==> src/rtl/mdio_pkg.sv <==
// Shared constants, FSM state type and frame-type decode for the MDIO master.
package mdio_pkg;

  localparam logic [1:0] ST_C22       = 2'b01;
  localparam logic [1:0] ST_C45       = 2'b00;
  localparam logic [1:0] OP_C22_WR    = 2'b01;
  localparam logic [1:0] OP_C22_RD    = 2'b10;
  localparam logic [1:0] OP_C45_ADDR  = 2'b00;
  localparam logic [1:0] OP_C45_WR    = 2'b01;
  localparam logic [1:0] OP_C45_RDINC = 2'b10;
  localparam logic [1:0] OP_C45_RD    = 2'b11;

  // Bit counters are loaded with (phase length - 1) and count down to zero
  localparam logic [5:0] HDR_LAST  = 6'd13;
  localparam logic [5:0] TA_LAST   = 6'd1;
  localparam logic [5:0] DATA_LAST = 6'd15;

  typedef enum logic [2:0] {
    S_IDLE = 3'd0,
    S_PRE  = 3'd1,
    S_HDR  = 3'd2,
    S_TA   = 3'd3,
    S_DATA = 3'd4
  } mdio_state_e;

  // A frame is read-type when the PHY must drive the data phase back to us
  function automatic logic is_read_frame(input logic [1:0] st, input logic [1:0] op,
                                         input logic c45En);
    return ((st == ST_C22) && (op == OP_C22_RD)) ||
           (c45En && (st == ST_C45) && op[1]);
  endfunction

endpackage

==> src/rtl/mdio_master_gen_mdc_clk_div.sv <==
// MDC generator: divides clk by 2*DIV while enabled and flags the clk edges
// on which MDC rises and falls. When disabled it parks low at phase zero, so
// every frame begins with a full-length low half-period.
module mdc_clk_div #(
  parameter int DIV = 2
) (
  input  logic clk,
  input  logic rst,
  input  logic en,
  output logic MDC,
  output logic rise_pulse,
  output logic fall_pulse
);

  localparam logic [7:0] LAST = 8'(DIV - 1);

  logic [7:0] r_divCnt;
  logic       r_mdc;
  logic       w_wrap;

  assign w_wrap = en && (r_divCnt == LAST);

  // Count clk cycles within each MDC half-period and toggle MDC at the wrap
  always_ff @(posedge clk) begin
    if (rst || !en) begin
      r_divCnt <= '0;
      r_mdc    <= 1'b0;
    end else if (w_wrap) begin
      r_divCnt <= '0;
      r_mdc    <= ~r_mdc;
    end else begin
      r_divCnt <= r_divCnt + 8'd1;
    end
  end

  assign MDC        = r_mdc;
  assign rise_pulse = w_wrap && !r_mdc;
  assign fall_pulse = w_wrap && r_mdc;

endmodule

==> src/rtl/mdio_master_gen.sv <==
// MDIO management-frame master: serialises a captured 32-bit frame (with an
// optional preamble) onto the pad, turns the line around for read frames and
// returns the 16 data bits sampled from the PHY.
module mdio_master_gen
  import mdio_pkg::*;
#(
  parameter int DIV     = 2,
  parameter int PRE_LEN = 32,
  parameter int C45_EN  = 1
) (
  input  logic        clk,
  input  logic        rst,
  input  logic [31:0] T_DATA,
  input  logic        MDIO_START,
  input  logic        MDIO_IN,
  output logic        MDC,
  output logic        MDIO_OE,
  output logic        MDIO_OUT,
  output logic        BUSY,
  output logic [15:0] RD_DATA,
  output logic        DATA_RDY,
  output logic        RD_ERR
);

  localparam int         PRE_LOAD_I = (PRE_LEN > 0) ? (PRE_LEN - 1) : 0;
  localparam logic [5:0] PRE_LOAD   = 6'(PRE_LOAD_I);

  mdio_state_e r_state;
  logic [5:0]  r_bitCnt;
  logic [31:0] r_frame;
  logic        r_isRead;
  logic [15:0] r_rx;
  logic        r_taErr;
  logic        r_oe;
  logic        r_out;
  logic        r_busy;
  logic [15:0] r_rdData;
  logic        r_dataRdy;
  logic        r_rdErr;

  logic w_mdc;
  logic w_rise;
  logic w_fall;

  mdc_clk_div #(.DIV(DIV)) u_mdcDiv (
    .clk        (clk),
    .rst        (rst),
    .en         (r_busy),
    .MDC        (w_mdc),
    .rise_pulse (w_rise),
    .fall_pulse (w_fall)
  );

  // Frame sequencer: r_frame[31] is always the next bit to put on the line,
  // and each MDC falling edge (end of the current bit) presents the next one.
  always_ff @(posedge clk) begin
    if (rst) begin
      r_state   <= S_IDLE;
      r_bitCnt  <= '0;
      r_frame   <= '0;
      r_isRead  <= 1'b0;
      r_rx      <= '0;
      r_taErr   <= 1'b0;
      r_oe      <= 1'b0;
      r_out     <= 1'b0;
      r_busy    <= 1'b0;
      r_rdData  <= '0;
      r_dataRdy <= 1'b0;
      r_rdErr   <= 1'b0;
    end else begin
      r_dataRdy <= 1'b0;
      r_rdErr   <= 1'b0;
      case (r_state)
        S_IDLE: begin
          if (MDIO_START) begin
            r_busy   <= 1'b1;
            r_oe     <= 1'b1;
            r_isRead <= is_read_frame(T_DATA[31:30], T_DATA[29:28], C45_EN != 0);
            if (PRE_LEN > 0) begin
              r_state  <= S_PRE;
              r_bitCnt <= PRE_LOAD;
              r_frame  <= T_DATA;
              r_out    <= 1'b1;
            end else begin
              r_state  <= S_HDR;
              r_bitCnt <= HDR_LAST;
              r_frame  <= {T_DATA[30:0], 1'b0};
              r_out    <= T_DATA[31];
            end
          end
        end

        S_PRE: begin
          if (w_fall) begin
            if (r_bitCnt == 6'd0) begin
              r_state  <= S_HDR;
              r_bitCnt <= HDR_LAST;
              r_out    <= r_frame[31];
              r_frame  <= {r_frame[30:0], 1'b0};
            end else begin
              r_bitCnt <= r_bitCnt - 6'd1;
            end
          end
        end

        S_HDR: begin
          if (w_fall) begin
            r_frame <= {r_frame[30:0], 1'b0};
            if (r_bitCnt == 6'd0) begin
              r_state  <= S_TA;
              r_bitCnt <= TA_LAST;
              r_oe     <= !r_isRead;
              r_out    <= r_isRead ? 1'b0 : r_frame[31];
            end else begin
              r_bitCnt <= r_bitCnt - 6'd1;
              r_out    <= r_frame[31];
            end
          end
        end

        S_TA: begin
          if (w_rise && (r_bitCnt == 6'd0)) begin
            r_taErr <= MDIO_IN;
          end
          if (w_fall) begin
            r_frame <= {r_frame[30:0], 1'b0};
            r_out   <= r_isRead ? 1'b0 : r_frame[31];
            if (r_bitCnt == 6'd0) begin
              r_state  <= S_DATA;
              r_bitCnt <= DATA_LAST;
            end else begin
              r_bitCnt <= r_bitCnt - 6'd1;
            end
          end
        end

        S_DATA: begin
          if (w_rise && r_isRead) begin
            r_rx <= {r_rx[14:0], MDIO_IN};
          end
          if (w_fall) begin
            if (r_bitCnt == 6'd0) begin
              r_state <= S_IDLE;
              r_busy  <= 1'b0;
              r_oe    <= 1'b0;
              r_out   <= 1'b0;
              if (r_isRead) begin
                r_rdData  <= r_rx;
                r_dataRdy <= 1'b1;
                r_rdErr   <= r_taErr;
              end
            end else begin
              r_bitCnt <= r_bitCnt - 6'd1;
              r_frame  <= {r_frame[30:0], 1'b0};
              r_out    <= r_isRead ? 1'b0 : r_frame[31];
            end
          end
        end

        default: begin
          r_state <= S_IDLE;
          r_busy  <= 1'b0;
          r_oe    <= 1'b0;
          r_out   <= 1'b0;
        end
      endcase
    end
  end

  assign MDC      = w_mdc;
  assign MDIO_OE  = r_oe;
  assign MDIO_OUT = r_out;
  assign BUSY     = r_busy;
  assign RD_DATA  = r_rdData;
  assign DATA_RDY = r_dataRdy;
  assign RD_ERR   = r_rdErr;

endmodule

==> config.mk <==
export PLATFORM = sky130hd
export DESIGN_NAME = mdio_master_gen
export DESIGN_NICKNAME = d
export VERILOG_FILES = /design/src/rtl/mdio_pkg.sv /design/src/rtl/mdio_master_gen_mdc_clk_div.sv /design/src/rtl/mdio_master_gen.sv
export SDC_FILE = /design/constraint.sdc
export NUM_CORES = 1
export LEC_CHECK = 0
export CAP_MARGIN = 20
export CORE_UTILIZATION = 54
export DETAILED_ROUTE_END_ITERATION = 8
export PLACE_DENSITY = 0.79
export SLEW_MARGIN = 20
export SYNTH_ARGS = -nofsm -noshare
export SYNTH_HDL_FRONTEND = slang
export SYNTH_SLANG_ARGS = --single-unit
==> constraint.sdc <==
create_clock -name clk -period 2.85 [get_ports clk]
set_input_delay 0.285 -clock clk [delete_from_list [all_inputs] [get_ports clk]]
set_output_delay 0.285 -clock clk [all_outputs]
set_load 0.02 [all_outputs]
==> results.py, run 1 <==
metrics = {
    "status": {
        "status": "finished, final reports clean",
    },
    "timing": {
        "clock_skew_ns": 0.0110,
        "fin_crit_ns": 2.45,
        "slew_viol_final": 0,
        "rsz0062_at_grt": "no",
        "worstMarginPinSlew_ns": 0.669,
        "fin_setup_tns_ns": 0,
        "worst_slack_ns": 0.397,
        "fin_crit_sh_pct": 86.1,
        "setup_viol": 0,
        "fmaxAchievable_ghz": 0.408,
        "slew-limit-headroom_pct": 55.4,
        "timing.final.hold_violations": 0,
    },
    "yosys": {
        "yosysUniqueCellTypes": 50,
        "ys_warn_count": 0,
        "syn_inst": 440,
        "ys_ff_latch": 89,
        "syn_avg_cell_area_um2": 9.32,
        "netlist_area_mm2": 0.00410,
        "syn-num-nets": 480,
        "seq_area_frac_synth_pct": 43.5,
    },
    "detailed_routing": {
        "drt_wl_total_um": 8430,
        "drtIter0Drc": 145,
        "wl_per_cell_um": 14.3,
        "firstDrtPassIters": 4,
        "antenna_left": 0,
        "num_vias": 3253,
        "vias_per_cell": 5.51,
        "drc": 0,
    },
    "clock_network": {
        "clkLatencyLatePin_ns": 0.36,
        "h-tree-depth": 3,
        "tritoncts": "yes",
        "cts.path.max_buffers": 2,
        "root_buffer": "clkbuf_8",
        "postCtsHoldBufs": 0,
        "cts.sinks": 89,
        "path_clk_slew_ns": 0.09,
        "post_cts_resized": 0,
        "cts_inserted_buffers": 9,
        "cts_setup_buffers": 0,
    },
    "layout": {
        "diodes": 0,
        "drive_gt1_share_pct": 13.0,
        "nNetsFinal": 526,
        "areaGrowthSynthToFinish_pct": 19.8,
    },
    "global_routing": {
        "track_usage_pct": 22.2,
        "grt_pass1_vias": 3006,
        "overflow": 0,
        "grt_start_max_net_pins": 65,
        "grt_pass1_wl_um": 13600,
        "antenna_found_initial": 0,
    },
    "worst_hold_path": {
        "hold_end": "r_isRead",
        "holdPathStages": 2,
        "min_from": "rst",
        "hold_class": "in -> reg",
    },
    "floorplanning": {
        "die_y_um": 89.1,
        "ios": 58,
        "fp.dieArea_mm2": 0.00794,
        "num_rows": 31,
        "start_util_pct": 56.2,
        "core_mm2": 0.00729,
        "fp.dieW_um": 89.1,
    },
    "setup_path": {
        "r2r-start": "r_bitCnt[0]",
        "cpPeakStageDelay_ns": 0.41,
        "crit_chain": "inv_1 -> ha_1 -> or3b_1 -> o311a_1 -> nor4_4 -> buf_12 -> nor2_1 -> a311oi_1",
        "worstSetupPathType": "reg -> reg",
        "r2r-end": "r_frame[29]",
        "crit_buf_inv": 2,
        "critPathMaxFanout": 64,
        "required_ns": 3.12,
        "crit_path_end_kind": "flop",
        "r2r_cells": 8,
        "cp_slowest_cell": "or3b_1",
        "r2r_slack_ns": 0.40,
        "crit_family": "simple AND/OR/NAND/NOR gates",
        "critPathLaunch": "r_bitCnt[0]",
        "cp-start-kind": "flop",
        "worstPathArrival_ns": 2.72,
    },
    "place": {
        "dpl_worst_slack_ns": 0.442,
        "finalWeightedCongestion": 0.864,
        "dp_hpwl_um": 5640,
        "io_buffers": 57,
    },
    "power": {
        "p_leak_nw": 1.81,
        "finalPower_w": 0.00447,
        "cellPowerDensity_mw_per_mm2": 910,
        "ir_drop_mv": 0.392,
    },
    "job": {
        "cap_violations": 0,
    },
}
-- layout make-up --
type                            instances  area [um^2]
Clock buffer                            9          124
Clock inverter                          7         70.1
Fill cell                             611         2380
Inverter                                8         30.0
Multi-Input combinational cell        313         2130
Sequential cell                        89         1780
Tap cell                               99          124
Timing Repair Buffer                   65          653
-- stage by stage --
| stage | hold WS [ns] | util (%) | std cells | area, um^2 |
|---|---|---|---|---|
| 2_1_floorplan | 0.425 | - | 440 | 4100 |
| 3_3_place_gp | 0.446 | 64.7 | 574 | 4720 |
| 3_5_place_dp | 0.449 | 64.7 | 574 | 4720 |
| 4_1_cts | 0.425 | 67.3 | 590 | 4910 |
| 5_1_grt | 0.464 | 67.3 | 590 | 4910 |
| 6_report | 0.438 | 67.3 | 590 | 4910 |
-- registers in the layout (all words and copies together), names as in the netlist, 3 cells and up --
signal and flops:
RD_DATA 16, r_bitCnt 6, r_frame 32, r_rx 16
r_state 3, u_mdcDiv.r_divCnt 8
-- layer usage --
metal  global-route usage, %  part of all wire [%]
met1                    28.5                    46
met2                    36.6                    48
met3                    3.32                   4.8
met4                    10.7                   1.2
met5                       0                     0
-- cell families (layout without fill, tap and decap cells) --
kind of cell,count (synthesis),count (layout),synth area share (%)
and+or+nand+nor,162,162,18.4
AOI/OAI and AO/OA,90,90,18.6
DFF,89,89,43.5
muxes,48,48,11.8
buffers and inverters,38,89,4.64
xor gates and xnor gates,9,9,1.92
adders and majority gates,4,4,1.22
-- worst reg2reg max path, stage by stage (launching register included) --
cell	delay [ns]
dfxtp_1	0.35
inv_1	0.12
ha_1	0.19
or3b_1	0.41
o311a_1	0.36
nor4_4	0.29
buf_12	0.32
nor2_1	0.11
a311oi_1	0.23
-- Yosys cell counts (all sizes together) --
master	number	area, um^2
a211o	1	8.76
mux2i	47	470
or3	2	12.5
nand2b	3	18.8
and3	2	12.5
dfxtp	89	1780
nor3	14	81.3
a31o	2	17.5
o22ai	1	6.26
xnor2	3	26.3
or3b	1	8.76
and2	1	6.26
xor2	6	52.6
nand3b	1	7.51
o41ai	1	8.76
nor4	7	71.3
a2111oi	3	45.1
a21oi	32	160
nor2b	2	12.5
o21a	4	30.0
o311a	1	10.0
o31ai	1	7.51
a311oi	4	41.3
o211ai	1	7.51
buf	12	92.6
and4bb	1	12.5
or2	2	12.5
o32ai	1	8.76
nor2	70	263
nor3b	1	7.51
or4	1	7.51
o221ai	1	8.76
inv	8	30.0
clkbuf	18	67.6
mux2	1	11.3
ha	4	50.1
o21ai	6	30.0
nand2	40	150
a31oi	1	6.26
nand3	14	70.1
a211oi	30	365
-- worst max path at each step --
| stage | depth (start not counted) | slack, ns | to |
|---|---|---|---|
| 6_report | 8 | 0.40 | r_frame[29] |
| 5_1_grt | 6 | 0.25 | r_frame[0] |
| 4_1_cts | 8 | 0.41 | r_frame[29] |
| 3_5_place_dp | 8 | 0.44 | r_frame[29] |
| 3_3_place_gp | 8 | 0.57 | r_frame[29] |
| 2_1_floorplan | 8 | 0.62 | RD_DATA[10] |
-- placed cells by master (no fill, tap or decap), types with 6 or more instances in the layout --
master / count
a21oi_1: 32
mux2i_1: 47
dfxtp_1: 89
nor3_1: 13
clkbuf_8: 9
nand3_1: 14
inv_1: 8
o21ai_0: 6
a211oi_2: 28
xor2_1: 6
nor2_1: 70
buf_4: 7
nand2_1: 40
clkdlybuf4s50_1: 56
-- power by group --
| part | leakage [nW] | switching, W | internal, W |
|---|---|---|---|
| combinational | 0.987 | 0.00107 | 0.000832 |
| sequential | 0.727 | 0.000204 | 0.00153 |
| clock | 0.0955 | 0.000493 | 0.000341 |
| total | 1.81 | 0.00177 | 0.00270 |
Power figures use the tool's default switching activity.
==> inputs of run 2 (changes only) <==
--- a/config.mk
+++ b/config.mk
@@ -9,6 +9,7 @@
 export CORE_UTILIZATION = 54
 export DETAILED_ROUTE_END_ITERATION = 8
 export PLACE_DENSITY = 0.79
+export RECOVER_POWER = 100
 export SLEW_MARGIN = 20
 export SYNTH_ARGS = -nofsm -noshare
 export SYNTH_HDL_FRONTEND = slang
==> run 2 against run 1 <==
Net effect:
- count of clock-buffer cells in the layout did not move
- worst setup slack got worse by 0.066 ns
- non-clock buffer count did not move
- cell count did not move
- first-iteration DRC count fell by 21%
- register-to-register slack got worse by 0.07 ns
- critical path type unchanged
- largest power group unchanged
==> results.py, run 2 (synthesis results as in run 1) <==
metrics = {
    "timing": {
        "fmaxAchievable_ghz": 0.397,
        "fin_crit_sh_pct": 88.4,
        "fin_crit_ns": 2.52,
        "setup_viol": 0,
        "worstMarginPinSlew_ns": 0.878,
        "slew_viol_final": 0,
        "holdWs_ns": 0.443,
        "slew-limit-headroom_pct": 41.4,
        "fin_setup_tns_ns": 0,
        "clock_skew_ns": 0.0113,
        "rsz0062_at_grt": "no",
        "timing.final.hold_violations": 0,
    },
    "worst_hold_path": {
        "holdPathStages": 2,
        "hold_class": "in -> reg",
    },
    "clock_network": {
        "h-tree-depth": 3,
        "path_clk_slew_ns": 0.10,
        "cts_inserted_buffers": 9,
        "post_cts_resized": 0,
        "clkLatencyLatePin_ns": 0.36,
        "root_buffer": "clkbuf_8",
        "cts.path.max_buffers": 2,
        "tritoncts": "yes",
        "cts_setup_buffers": 0,
        "postCtsHoldBufs": 0,
        "cts.sinks": 89,
    },
    "power": {
        "ir_drop_mv": 0.392,
        "cellPowerDensity_mw_per_mm2": 906,
        "p_leak_nw": 1.87,
        "finalPower_w": 0.00439,
    },
    "detailed_routing": {
        "highest_layer": "met4",
        "wl_per_cell_um": 14.5,
        "vias_per_cell": 5.55,
        "drtIter0Drc": 114,
        "drc": 0,
        "drt_wl_total_um": 8550,
        "wl_met3_um": 407,
        "firstDrtPassIters": 5,
        "met2WireLength_um": 4070,
        "met1Wirelength_um": 3970,
        "antenna_left": 0,
        "num_vias": 3275,
    },
    "layout": {
        "final_common_cell": "dfxtp_1",
        "regMostFlops": "r_frame",
        "diodes": 0,
        "final_cell_area_mm2": 0.00485,
        "largest_reg_flops": 32,
        "most-common-layout-cells": "dfxtp_1, nor2_1, mux2i_1, nand2_1, clkdlybuf4s50_1",
        "final_cells": 590,
        "drive_gt1_share_pct": 11.2,
        "final-seq-area_mm2": 0.00178,
        "nNetsFinal": 526,
        "multiInputGateArea_mm2": 0.00207,
        "nFillCells": 624,
        "areaGrowthSynthToFinish_pct": 18.3,
    },
    "job": {
        "cap_violations": 0,
    },
    "place": {
        "dp_cells": 574,
        "dp_hpwl_um": 5640,
        "finalWeightedCongestion": 0.864,
        "io_buffers": 57,
        "dpl_cell_area_mm2": 0.00472,
    },
    "setup_path": {
        "cp-start-kind": "flop",
        "cpPeakStageDelay_ns": 0.87,
        "worstPathArrival_ns": 2.77,
        "crit_family": "compound AO/OA/AOI/OAI gates",
        "required_ns": 3.11,
        "cp_slowest_cell": "a2111oi_2",
        "critPathMaxFanout": 8,
        "cp.depth": 5,
        "crit_path_end_kind": "flop",
        "worstSetupPathType": "reg -> reg",
        "r2r_cells": 5,
        "crit_chain": "nor4_1 -> a311oi_2 -> a2111oi_2 -> a21oi_1 -> a31o_2",
        "crit_buf_inv": 0,
    },
    "floorplanning": {
        "fp.dieW_um": 89.1,
        "ios": 58,
        "die_y_um": 89.1,
        "core_mm2": 0.00729,
        "start_util_pct": 56.2,
        "fp.dieArea_mm2": 0.00794,
        "num_rows": 31,
    },
    "global_routing": {
        "overflow": 0,
        "antenna_found_initial": 0,
        "grt_start_max_net_pins": 65,
        "track_usage_pct": 22.2,
        "grt_pass1_vias": 3006,
        "grt_pass1_wl_um": 13600,
    },
    "status": {
        "status": "finished, final reports clean",
    },
}
-- run 2: cell types whose count changed in the layout (fill, tap and decap cells not counted), sizes merged --
cell           previous run  this run
dlygate4sd3               0        22
buf                       9         8
clkdlybuf4s50            56        34
clkbuf                    9        10
-- run 2: final timing paths --
path,start,endpoint,slack (ns)
setup / recovery,u_mdcDiv.r_divCnt[3],r_bitCnt[3],0.33
hold / removal,rst,RD_DATA[13],0.44
setup reg to reg,u_mdcDiv.r_divCnt[3],r_bitCnt[3],0.33
hold reg to reg,r_taErr,RD_ERR,0.47
-- run 2: metrics by stage --
| step | setup WS [ns] | util (%) |
|---|---|---|
| 2_1_floorplan | 0.620 | - |
| 3_3_place_gp | 0.573 | 64.7 |
| 3_5_place_dp | 0.442 | 64.7 |
| 4_1_cts | 0.408 | 67.3 |
| 5_1_grt | 0.207 | 66.5 |
| 6_report | 0.331 | 66.5 |
-- run 2: power breakdown --
group	switching [W]	leakage, nW	internal (W)
Clock	0.000494	0.0955	0.000341
Sequential	0.000205	0.727	0.00153
Combinational	0.00103	1.05	0.000796
Total	0.00173	1.87	0.00266
-- run 2: layout make-up --
class | instances | area share (%)
clock buffer | 9 | 2.55
inverter | 8 | 0.619
timing repair buffer | 65 | 13.4
clock inverter | 7 | 1.45
sequential | 89 | 36.7
tap | 99 | 2.55
multi-input combinational | 313 | 42.7
-- run 2: layer usage --
layer	global-route usage, %	vias to the layer above
met5	0	-
met4	10.7	0
met3	3.32	9
met2	36.6	88
met1	28.5	1519
li1	-	1659
-- run 2: worst reg2reg max path: stages (launching register included) --
cell and delay [ns]:
dfxtp_1 0.36, nor4_1 0.51, a311oi_2 0.31, a2111oi_2 0.87, a21oi_1 0.13, a31o_2 0.25
